<file path="config.mk">
export PLATFORM = sky130hd
export DESIGN_NAME = fft_input_loader
export DESIGN_NICKNAME = d
export VERILOG_FILES = /design/src/rtl/fft_pkg.sv /design/src/rtl/fft_bitrev.sv /design/src/rtl/fft_input_loader.sv
export SDC_FILE = /design/constraint.sdc
export NUM_CORES = 1
export LEC_CHECK = 0
export BUFFER_PORTS_ARGS = -buffer_cell sky130_fd_sc_hd__buf_4
export CORE_MARGIN = 4
export CORE_UTILIZATION = 50
export DETAILED_ROUTE_END_ITERATION = 10
export MAX_ROUTING_LAYER = met4
export PLACE_DENSITY = 0.85
export RECOVER_POWER = 25
export SYNTH_ARGS = -nofsm -noshare
export SYNTH_HDL_FRONTEND = slang
export SYNTH_SLANG_ARGS = --single-unit
</file>
<file path="constraint.sdc">
create_clock -name clk -period 5 [get_ports clk]
set_input_delay 1 -clock clk [delete_from_list [all_inputs] [get_ports clk]]
set_output_delay 1 -clock clk [all_outputs]
set_load 0.02 [all_outputs]
</file>
<file path="src/rtl/fft_pkg.sv">
// Shared definitions for the 32-point FFT datapath: default sizing constants, the input
// loader state encoding and the complex sample type used by the loader, core and unloader.
package fft_pkg;

    localparam int unsigned N_POINTS = 32;
    localparam int unsigned ADDR_W   = 5;
    localparam int unsigned DATA_W   = 16;

    typedef enum logic [1:0] {
        StLoad,
        StStart,
        StWaitDone
    } loader_state_e;

    // Field names avoid 'real', which is a reserved word.
    typedef struct packed {
        logic signed [DATA_W-1:0] re;
        logic signed [DATA_W-1:0] im;
    } cplx_t;

endpackage

</file>
<file path="src/rtl/fft_bitrev.sv">
// Combinational bit reversal of an ADDR_W-bit address.
// Ports:
//   value    - address in natural order
//   reversed - same address with bit i moved to bit ADDR_W-1-i
module fft_bitrev #(
    parameter int unsigned ADDR_W = fft_pkg::ADDR_W
) (
    input  logic [ADDR_W-1:0] value,
    output logic [ADDR_W-1:0] reversed
);

    always_comb begin
        reversed = '0;
        for (int i = 0; i < ADDR_W; i++) begin
            reversed[i] = value[ADDR_W-1-i];
        end
    end

endmodule

</file>
<file path="src/rtl/fft_input_loader.sv">
// Front end of the FFT core. Accepts complex samples over valid/ready, writes each frame into
// FFT working memory in bit-reversed order, pulses fft_start after the last write and blocks
// further input until the core reports fft_done.
// Ports:
//   clk, rst_n                  - clock and asynchronous active-low reset
//   s_valid/s_ready             - input handshake
//   s_real, s_imag, s_last      - sample payload and end-of-frame marker
//   mem_wr, mem_addr            - memory write strobe and bit-reversed address
//   mem_real, mem_imag          - memory write data (scaled by IN_SHIFT)
//   fft_start, fft_done         - core start pulse and completion (level or pulse)
//   frame_err                   - one-cycle pulse on an early or missing s_last
//   busy                        - frame in flight, from first beat until fft_done
module fft_input_loader #(
    parameter int unsigned N_POINTS = fft_pkg::N_POINTS,
    parameter int unsigned ADDR_W   = fft_pkg::ADDR_W,
    parameter int unsigned DATA_W   = fft_pkg::DATA_W,
    parameter int unsigned IN_SHIFT = 0
) (
    input  logic              clk,
    input  logic              rst_n,
    input  logic              s_valid,
    output logic              s_ready,
    input  logic [DATA_W-1:0] s_real,
    input  logic [DATA_W-1:0] s_imag,
    input  logic              s_last,
    output logic              mem_wr,
    output logic [ADDR_W-1:0] mem_addr,
    output logic [DATA_W-1:0] mem_real,
    output logic [DATA_W-1:0] mem_imag,
    output logic              fft_start,
    input  logic              fft_done,
    output logic              frame_err,
    output logic              busy
);

    import fft_pkg::*;

    localparam logic [ADDR_W-1:0] LastIdx = ADDR_W'(N_POINTS - 1);

    loader_state_e     state_q, state_d;
    logic [ADDR_W-1:0] cnt_q, cnt_d;
    logic              busy_q, busy_d;
    logic              ready_q;
    logic              mem_wr_q;
    logic [ADDR_W-1:0] mem_addr_q;
    logic [DATA_W-1:0] mem_real_q, mem_imag_q;
    logic              frame_err_q;

    logic              accept;
    logic              at_last;
    logic              early_last;
    logic [ADDR_W-1:0] wr_addr;

    logic signed [DATA_W-1:0] real_sh, imag_sh;

    assign accept     = s_valid && ready_q;
    assign at_last    = (cnt_q == LastIdx);
    assign early_last = accept && s_last && !at_last;

    assign real_sh = $signed(s_real) >>> IN_SHIFT;
    assign imag_sh = $signed(s_imag) >>> IN_SHIFT;

    fft_bitrev #(
        .ADDR_W(ADDR_W)
    ) u_bitrev (
        .value   (cnt_q),
        .reversed(wr_addr)
    );

    // State register
    always_ff @(posedge clk or negedge rst_n) begin
        if (!rst_n) begin
            state_q <= StLoad;
        end else begin
            state_q <= state_d;
        end
    end

    // Next-state logic
    always_comb begin
        state_d = state_q;
        unique case (state_q)
            StLoad:     if (accept && at_last) state_d = StStart;
            StStart:    state_d = StWaitDone;
            StWaitDone: if (fft_done) state_d = StLoad;
            default:    state_d = StLoad;
        endcase
    end

    // FSM outputs
    always_comb begin
        fft_start = (state_q == StStart);
    end

    // Counter and busy next-state. An early s_last discards the partial frame.
    always_comb begin
        cnt_d  = cnt_q;
        busy_d = busy_q;
        if (accept) begin
            if (at_last || s_last) begin
                cnt_d = '0;
            end else begin
                cnt_d = cnt_q + 1'b1;
            end
            if (early_last) begin
                busy_d = 1'b0;
            end else if (cnt_q == '0) begin
                busy_d = 1'b1;
            end
        end else if (state_q == StWaitDone && fft_done) begin
            busy_d = 1'b0;
        end
    end

    // ready is registered from the next state so it is low during reset and drops the cycle
    // after the final beat is accepted.
    always_ff @(posedge clk or negedge rst_n) begin
        if (!rst_n) begin
            cnt_q       <= '0;
            busy_q      <= 1'b0;
            ready_q     <= 1'b0;
            frame_err_q <= 1'b0;
        end else begin
            cnt_q       <= cnt_d;
            busy_q      <= busy_d;
            ready_q     <= (state_d == StLoad);
            frame_err_q <= accept && (s_last != at_last);
        end
    end

    // Write path: one cycle latency; address and data hold between writes.
    always_ff @(posedge clk or negedge rst_n) begin
        if (!rst_n) begin
            mem_wr_q   <= 1'b0;
            mem_addr_q <= '0;
            mem_real_q <= '0;
            mem_imag_q <= '0;
        end else begin
            mem_wr_q <= accept;
            if (accept) begin
                mem_addr_q <= wr_addr;
                mem_real_q <= real_sh;
                mem_imag_q <= imag_sh;
            end
        end
    end

    assign s_ready   = ready_q;
    assign busy      = busy_q;
    assign frame_err = frame_err_q;
    assign mem_wr    = mem_wr_q;
    assign mem_addr  = mem_addr_q;
    assign mem_real  = mem_real_q;
    assign mem_imag  = mem_imag_q;

endmodule

</file>
### Word-level counts from Yosys, hierarchy flattened

Index checks and enable logic that the tools add are counted.

| operators by class | value |
|---|---|
| add/sub/neg operators | 1 |
| equality and inequality tests | 5 |
| muxes and demuxes | 8 |
| reduce and logical (&&, ||, !) cells | 13 |

Operator list:

| kind | number |
|---|---|
| $logic_and A1 B1 Y1 | 6 |
| $pmux W2 S3 | 1 |
| $add A5 B1 Y5 const B | 1 |
| $eq A5 B5 Y1 const B | 1 |
| $logic_not A5 Y1 | 1 |
| $mux W5 | 1 |
| $logic_not A2 Y1 | 2 |
| $mux W1 | 4 |
| $mux W2 | 2 |
| $ne A3 B1 Y1 const B | 1 |
| $eq A2 B1 Y1 const B | 1 |
| $eq A2 B2 Y1 const B | 1 |
| $reduce_and A2 Y1 | 1 |
| $reduce_bool A2 Y1 | 1 |
| $logic_not A1 Y1 | 1 |
| $logic_or A1 B1 Y1 | 1 |
| $ne A1 B1 Y1 | 1 |

| storage, ports and cells | value |
|---|---|
| flip-flop bits (word level) | 48 |
| bits of input ports | 37 |
| logic and storage cells | 36 |

### Depth between registers and ports, before layout

| logic depth | value |
|---|---|
| depth after elaboration | 5 |
| depth in mapped cells | 8 |
| depth with buffers taken out | 8 |

### Modules after synthesis

From an unflattened synthesis, not the netlist that was laid out.

| second synthesis, totals | value |
|---|---|
| cell total of the unflattened synthesis | 133 |
| area total of the unflattened synthesis | 2103.3 µm² |

By module, submodules not included:

| module | times used | cells an instance | area each (µm²) | sequential area each (µm²) |
|---|---|---|---|---|
| fft_input_loader | 1 | 128 | 2065.7 | 1201.2 |
| fft_bitrev | 1 | 5 | 37.5 | 0.0 |

### Worst setup path after synthesis

Ideal clock, no wire load.

| timing path | value |
|---|---|
| path kind | input-to-reg |
| from | in s_valid |
| to | reg mem_imag_q[0], in the netlist mem_imag[0] |
| setup time | 0.125 ns |
| arrival | 1.708 ns |
| required time | 4.875 ns |
| slack | 3.167 ns |
| stages | 5 |
| path buffers | 2 |
| path through | nand2_4 inv_2 buf_6 buf_8 mux2_4 |

| on the way | value |
|---|---|
| cells in the longest elaborated chain, start to end | 1 |

Ends and longest elaborated chain:

| element | RTL line | RTL |
|---|---|---|
| start: declaration | fft_input_loader.sv:21 | `input logic s_valid,` |
| $logic_and A1 B1 Y1 | fft_input_loader.sv:56 | `assign accept = s_valid && ready_q;` |
| end signal: assignment | fft_input_loader.sv:143 | `mem_imag_q <= imag_sh;` |
| end: declaration | fft_input_loader.sv:46 | `logic [DATA_W-1:0] mem_real_q, mem_imag_q;` |

No other way between the ends.
A chain may end at the register's enable or synchronous reset.

==> impl_results.rst <==
.. list-table::
   :header-rows: 1

   * - Metric
     - Value
   * - Sum of overflow across all layers after global routing
     - 0
   * - Clock tree root driver cell
     - sky130_fd_sc_hd__clkbuf_8
   * - Highest Clock Rate
     - 358 MHz
   * - Pin count of the biggest net entering global routing
     - 49
   * - Power density relative to cell area
     - 341 mW/mm^2
   * - Synthesized netlist net count
     - 172
   * - Largest clock skew in the final design
     - 0.00406 ns
   * - Vias after detailed routing
     - 1,318
   * - Buffers added on ports
     - 78
   * - Sum of routed wire length over all layers
     - 3.88 mm
   * - CP Capture Type
     - async pin
   * - Final-report hold violation count
     - 0
   * - Pin slew with the least headroom to its limit
     - 2.41 ns
   * - Maximum fanout along the worst path
     - 48
   * - DP HPWL
     - 2.88 mm
   * - Leakage
     - 1.33 nW
   * - Overall die height
     - 70.5 microns
   * - First-pass GRT wire length
     - 6.40 mm
   * - H-tree Lvls
     - 2
   * - Critical path type
     - in2async
   * - WL/cell
     - 14.9 microns
   * - Result of the run
     - complete, but fails checks
   * - Full die area
     - 0.00497 sq mm
   * - Power after layout
     - 0.904 mW
   * - Starting density of the core
     - 52.6%
   * - Routability congestion estimate
     - 0.746
   * - Site row count
     - 22
   * - Flip-flop and latch count after synthesis
     - 48
   * - Synth Warn #
     - 0
   * - Relative area change from synthesis to final layout
     - 35.9%
   * - # clock sinks
     - 48
   * - Number of search-and-repair iterations in the first detailed-routing pass
     - 4
   * - Num CTS Buffers
     - 5
   * - Vias in the first global route
     - 1,331
   * - Post-layout instance count excluding filler cells
     - 260
   * - Setup_tns
     - 0 ns
   * - Most crowded layer after global routing
     - met2
   * - Fraction of the yosys area taken by sequential cells
     - 61.5%
   * - Initial antenna violation count
     - 0
   * - Syn Area/Cell
     - 14.9 sq um
   * - DR vias/cell
     - 5.07
   * - Unrepaired setup endpoints after global routing
     - false
   * - Quantity of hold-fixing buffers added after cts
     - 0
   * - Hold WC Path Type
     - reg2reg
   * - Most common library cell in the layout ignoring fill and taps
     - sky130_fd_sc_hd__buf_4
   * - Failing checks
     - capacitance limit, slew limit
   * - Met1 routing resource usage after global routing
     - 20.9%
   * - Placed Instances
     - 252
   * - Ports placed on the boundary
     - 79
   * - CTS tree
     - built
   * - Final worst hold slack
     - 0.474 ns
   * - Total DRC errors in the routed layout
     - 0
   * - Distinct cell type count of the synthesized netlist
     - 25
   * - Period Utilization, post-route
     - 55.9%
   * - Overall fraction of global-route tracks in use
     - 17.1%
   * - Required time worst endpoint
     - 4.91 ns
   * - Diodes inserted
     - 0
   * - Horizontal die dimension
     - 70.5 microns
   * - Worst path bufs/invs
     - 1
   * - Iteration-0 DRC Markers
     - 71
   * - CTS max path bufs
     - 2
   * - Data arrival at the endpoint of the critical path
     - 2.70 ns
   * - Master of the slowest instance on the critical path
     - sky130_fd_sc_hd__clkbuf_1
   * - Shortest period the worst path allows
     - 2.79 ns
   * - Post-synthesis instance area
     - 0.00195 sq mm
   * - CORE AREA
     - 0.00372 sq mm
   * - Met3 usage in global routing
     - 6.91%
   * - Peak supply drop
     - 0.210 mV
   * - Layout cells sized above 1
     - 57.1%
   * - Post-CTS setup buffer count
     - 0
   * - Clock-pin transition on the worst setup and hold timing paths
     - 0.08 ns
   * - Max-slew headroom
     - -60.4%
   * - CTS-repair resized insts
     - 0
   * - CP delay by family, top
     - buffers and inverters
   * - Clock latency at the later pin of the worst-skew pair
     - 0.30 ns
   * - Mapped Cells
     - 131
   * - Cell Chain, Critical Path
     - clkbuf_1
   * - Leading cell types in the layout, fill and taps excluded
     - 76 x sky130_fd_sc_hd__buf_4, 48 x sky130_fd_sc_hd__dfrtp_1, 21 x sky130_fd_sc_hd__mux2_2, 14 x sky130_fd_sc_hd__mux2_4, 8 x sky130_fd_sc_hd__nand2_1
   * - Nature of the critical path startpoint
     - primary input
   * - Met2 GRT Util
     - 25.7%
   * - Final count of pins violating max slew
     - 49
   * - Max_cap viols
     - 1
   * - Number of nets in the layout
     - 252
   * - CP max stage delay
     - 1.68 ns
   * - Final Setup Violations
     - 0
   * - Residual antenna-violating net count after detailed routing
     - 0
logic make-up (layout without fill, tap and decap cells):
family	after synthesis	after routing	synth area share [%]
AND/OR/NAND/NOR	22	22	6.02
buffers and inverters	11	92	3.65
adder cells (fa/ha/maj)	4	4	2.56
AO/OA/AOI/OAI	11	11	3.46
flip-flops	48	48	61.5
multiplexers	35	35	22.9
area by class of cell:
class / count / area (sq um)
Fill cell: 264 / 1060
Sequential cell: 48 / 1200
Timing Repair Buffer: 78 / 582
Clock inverter: 2 / 35.0
Tap cell: 48 / 60.1
Inverter: 6 / 22.5
Clock buffer: 6 / 72.6
Multi-Input combinational cell: 72 / 682
synth_stat cells:
cell type | instances | area (sq um)
sky130_fd_sc_hd__nor4_1 | 1 | 6.26
sky130_fd_sc_hd__inv_1 | 5 | 18.8
sky130_fd_sc_hd__nand2_4 | 1 | 11.3
sky130_fd_sc_hd__o21bai_1 | 1 | 7.51
sky130_fd_sc_hd__ha_1 | 4 | 50.1
sky130_fd_sc_hd__nand2b_1 | 2 | 12.5
sky130_fd_sc_hd__dfrtp_1 | 48 | 1200
sky130_fd_sc_hd__nor2b_1 | 2 | 12.5
sky130_fd_sc_hd__buf_8 | 1 | 15.0
sky130_fd_sc_hd__mux2_2 | 21 | 236
sky130_fd_sc_hd__and3_1 | 2 | 12.5
sky130_fd_sc_hd__mux2_4 | 14 | 210
sky130_fd_sc_hd__nor4b_1 | 1 | 8.76
sky130_fd_sc_hd__clkbuf_1 | 1 | 3.75
sky130_fd_sc_hd__buf_6 | 2 | 22.5
sky130_fd_sc_hd__nor2_1 | 1 | 3.75
sky130_fd_sc_hd__o21ai_1 | 1 | 5.00
sky130_fd_sc_hd__o21ai_0 | 6 | 30.0
sky130_fd_sc_hd__inv_2 | 1 | 3.75
sky130_fd_sc_hd__o221ai_1 | 1 | 8.76
sky130_fd_sc_hd__buf_4 | 1 | 7.51
sky130_fd_sc_hd__o311ai_0 | 1 | 8.76
sky130_fd_sc_hd__o211ai_1 | 1 | 7.51
sky130_fd_sc_hd__nand3_1 | 4 | 20.0
sky130_fd_sc_hd__nand2_1 | 8 | 30.0
state kept, by name, indices dropped and copies added (netlist names), 2 cells and up:
signal	count
cnt_q	5
state_q	2
mem_imag	16
mem_real	16
mem_addr	5
worst paths after layout:
| kind | endpoint | depth (start not counted) | slack (ns) | startpoint |
|---|---|---|---|---|
| min in group asynchronous | mem_imag[1] | 1 | 1.43 | rst_n |
| min | state_q[0] | 1 | 0.47 | state_q[0] |
| min reg2reg | state_q[0] | 1 | 0.47 | state_q[0] |
| max in group clk | mem_imag[15] | 4 | 2.88 | s_valid |
| max reg2reg | cnt_q[3] | 7 | 3.04 | cnt_q[0] |
| max | mem_imag[14] | 1 | 2.21 | rst_n |
per-stage QoR:
step | worst slack, ns | util, % | instance area [sq um]
finish | 2.21 | 71.4 | 2660
global route | 1.62 | 71.4 | 2660
CTS | 2.89 | 71.5 | 2660
detailed placement | 2.55 | 68.7 | 2550
global placement | 2.63 | 68.7 | 2550
floorplan | 3.17 | - | 1950
report_power, final:
part	switching (mW)	total, mW	internal, mW
clock network	0.116	0.264	0.148
registers	0.0236	0.449	0.425
logic	0.0920	0.191	0.0988
metal layers:
metal	vias up	routed length [microns]
met1	638	1620
met2	63	1800
met4	0	44
met3	5	414
met5	-	0
li1	612	-
Note: power is estimated with default switching activity, not from simulation.
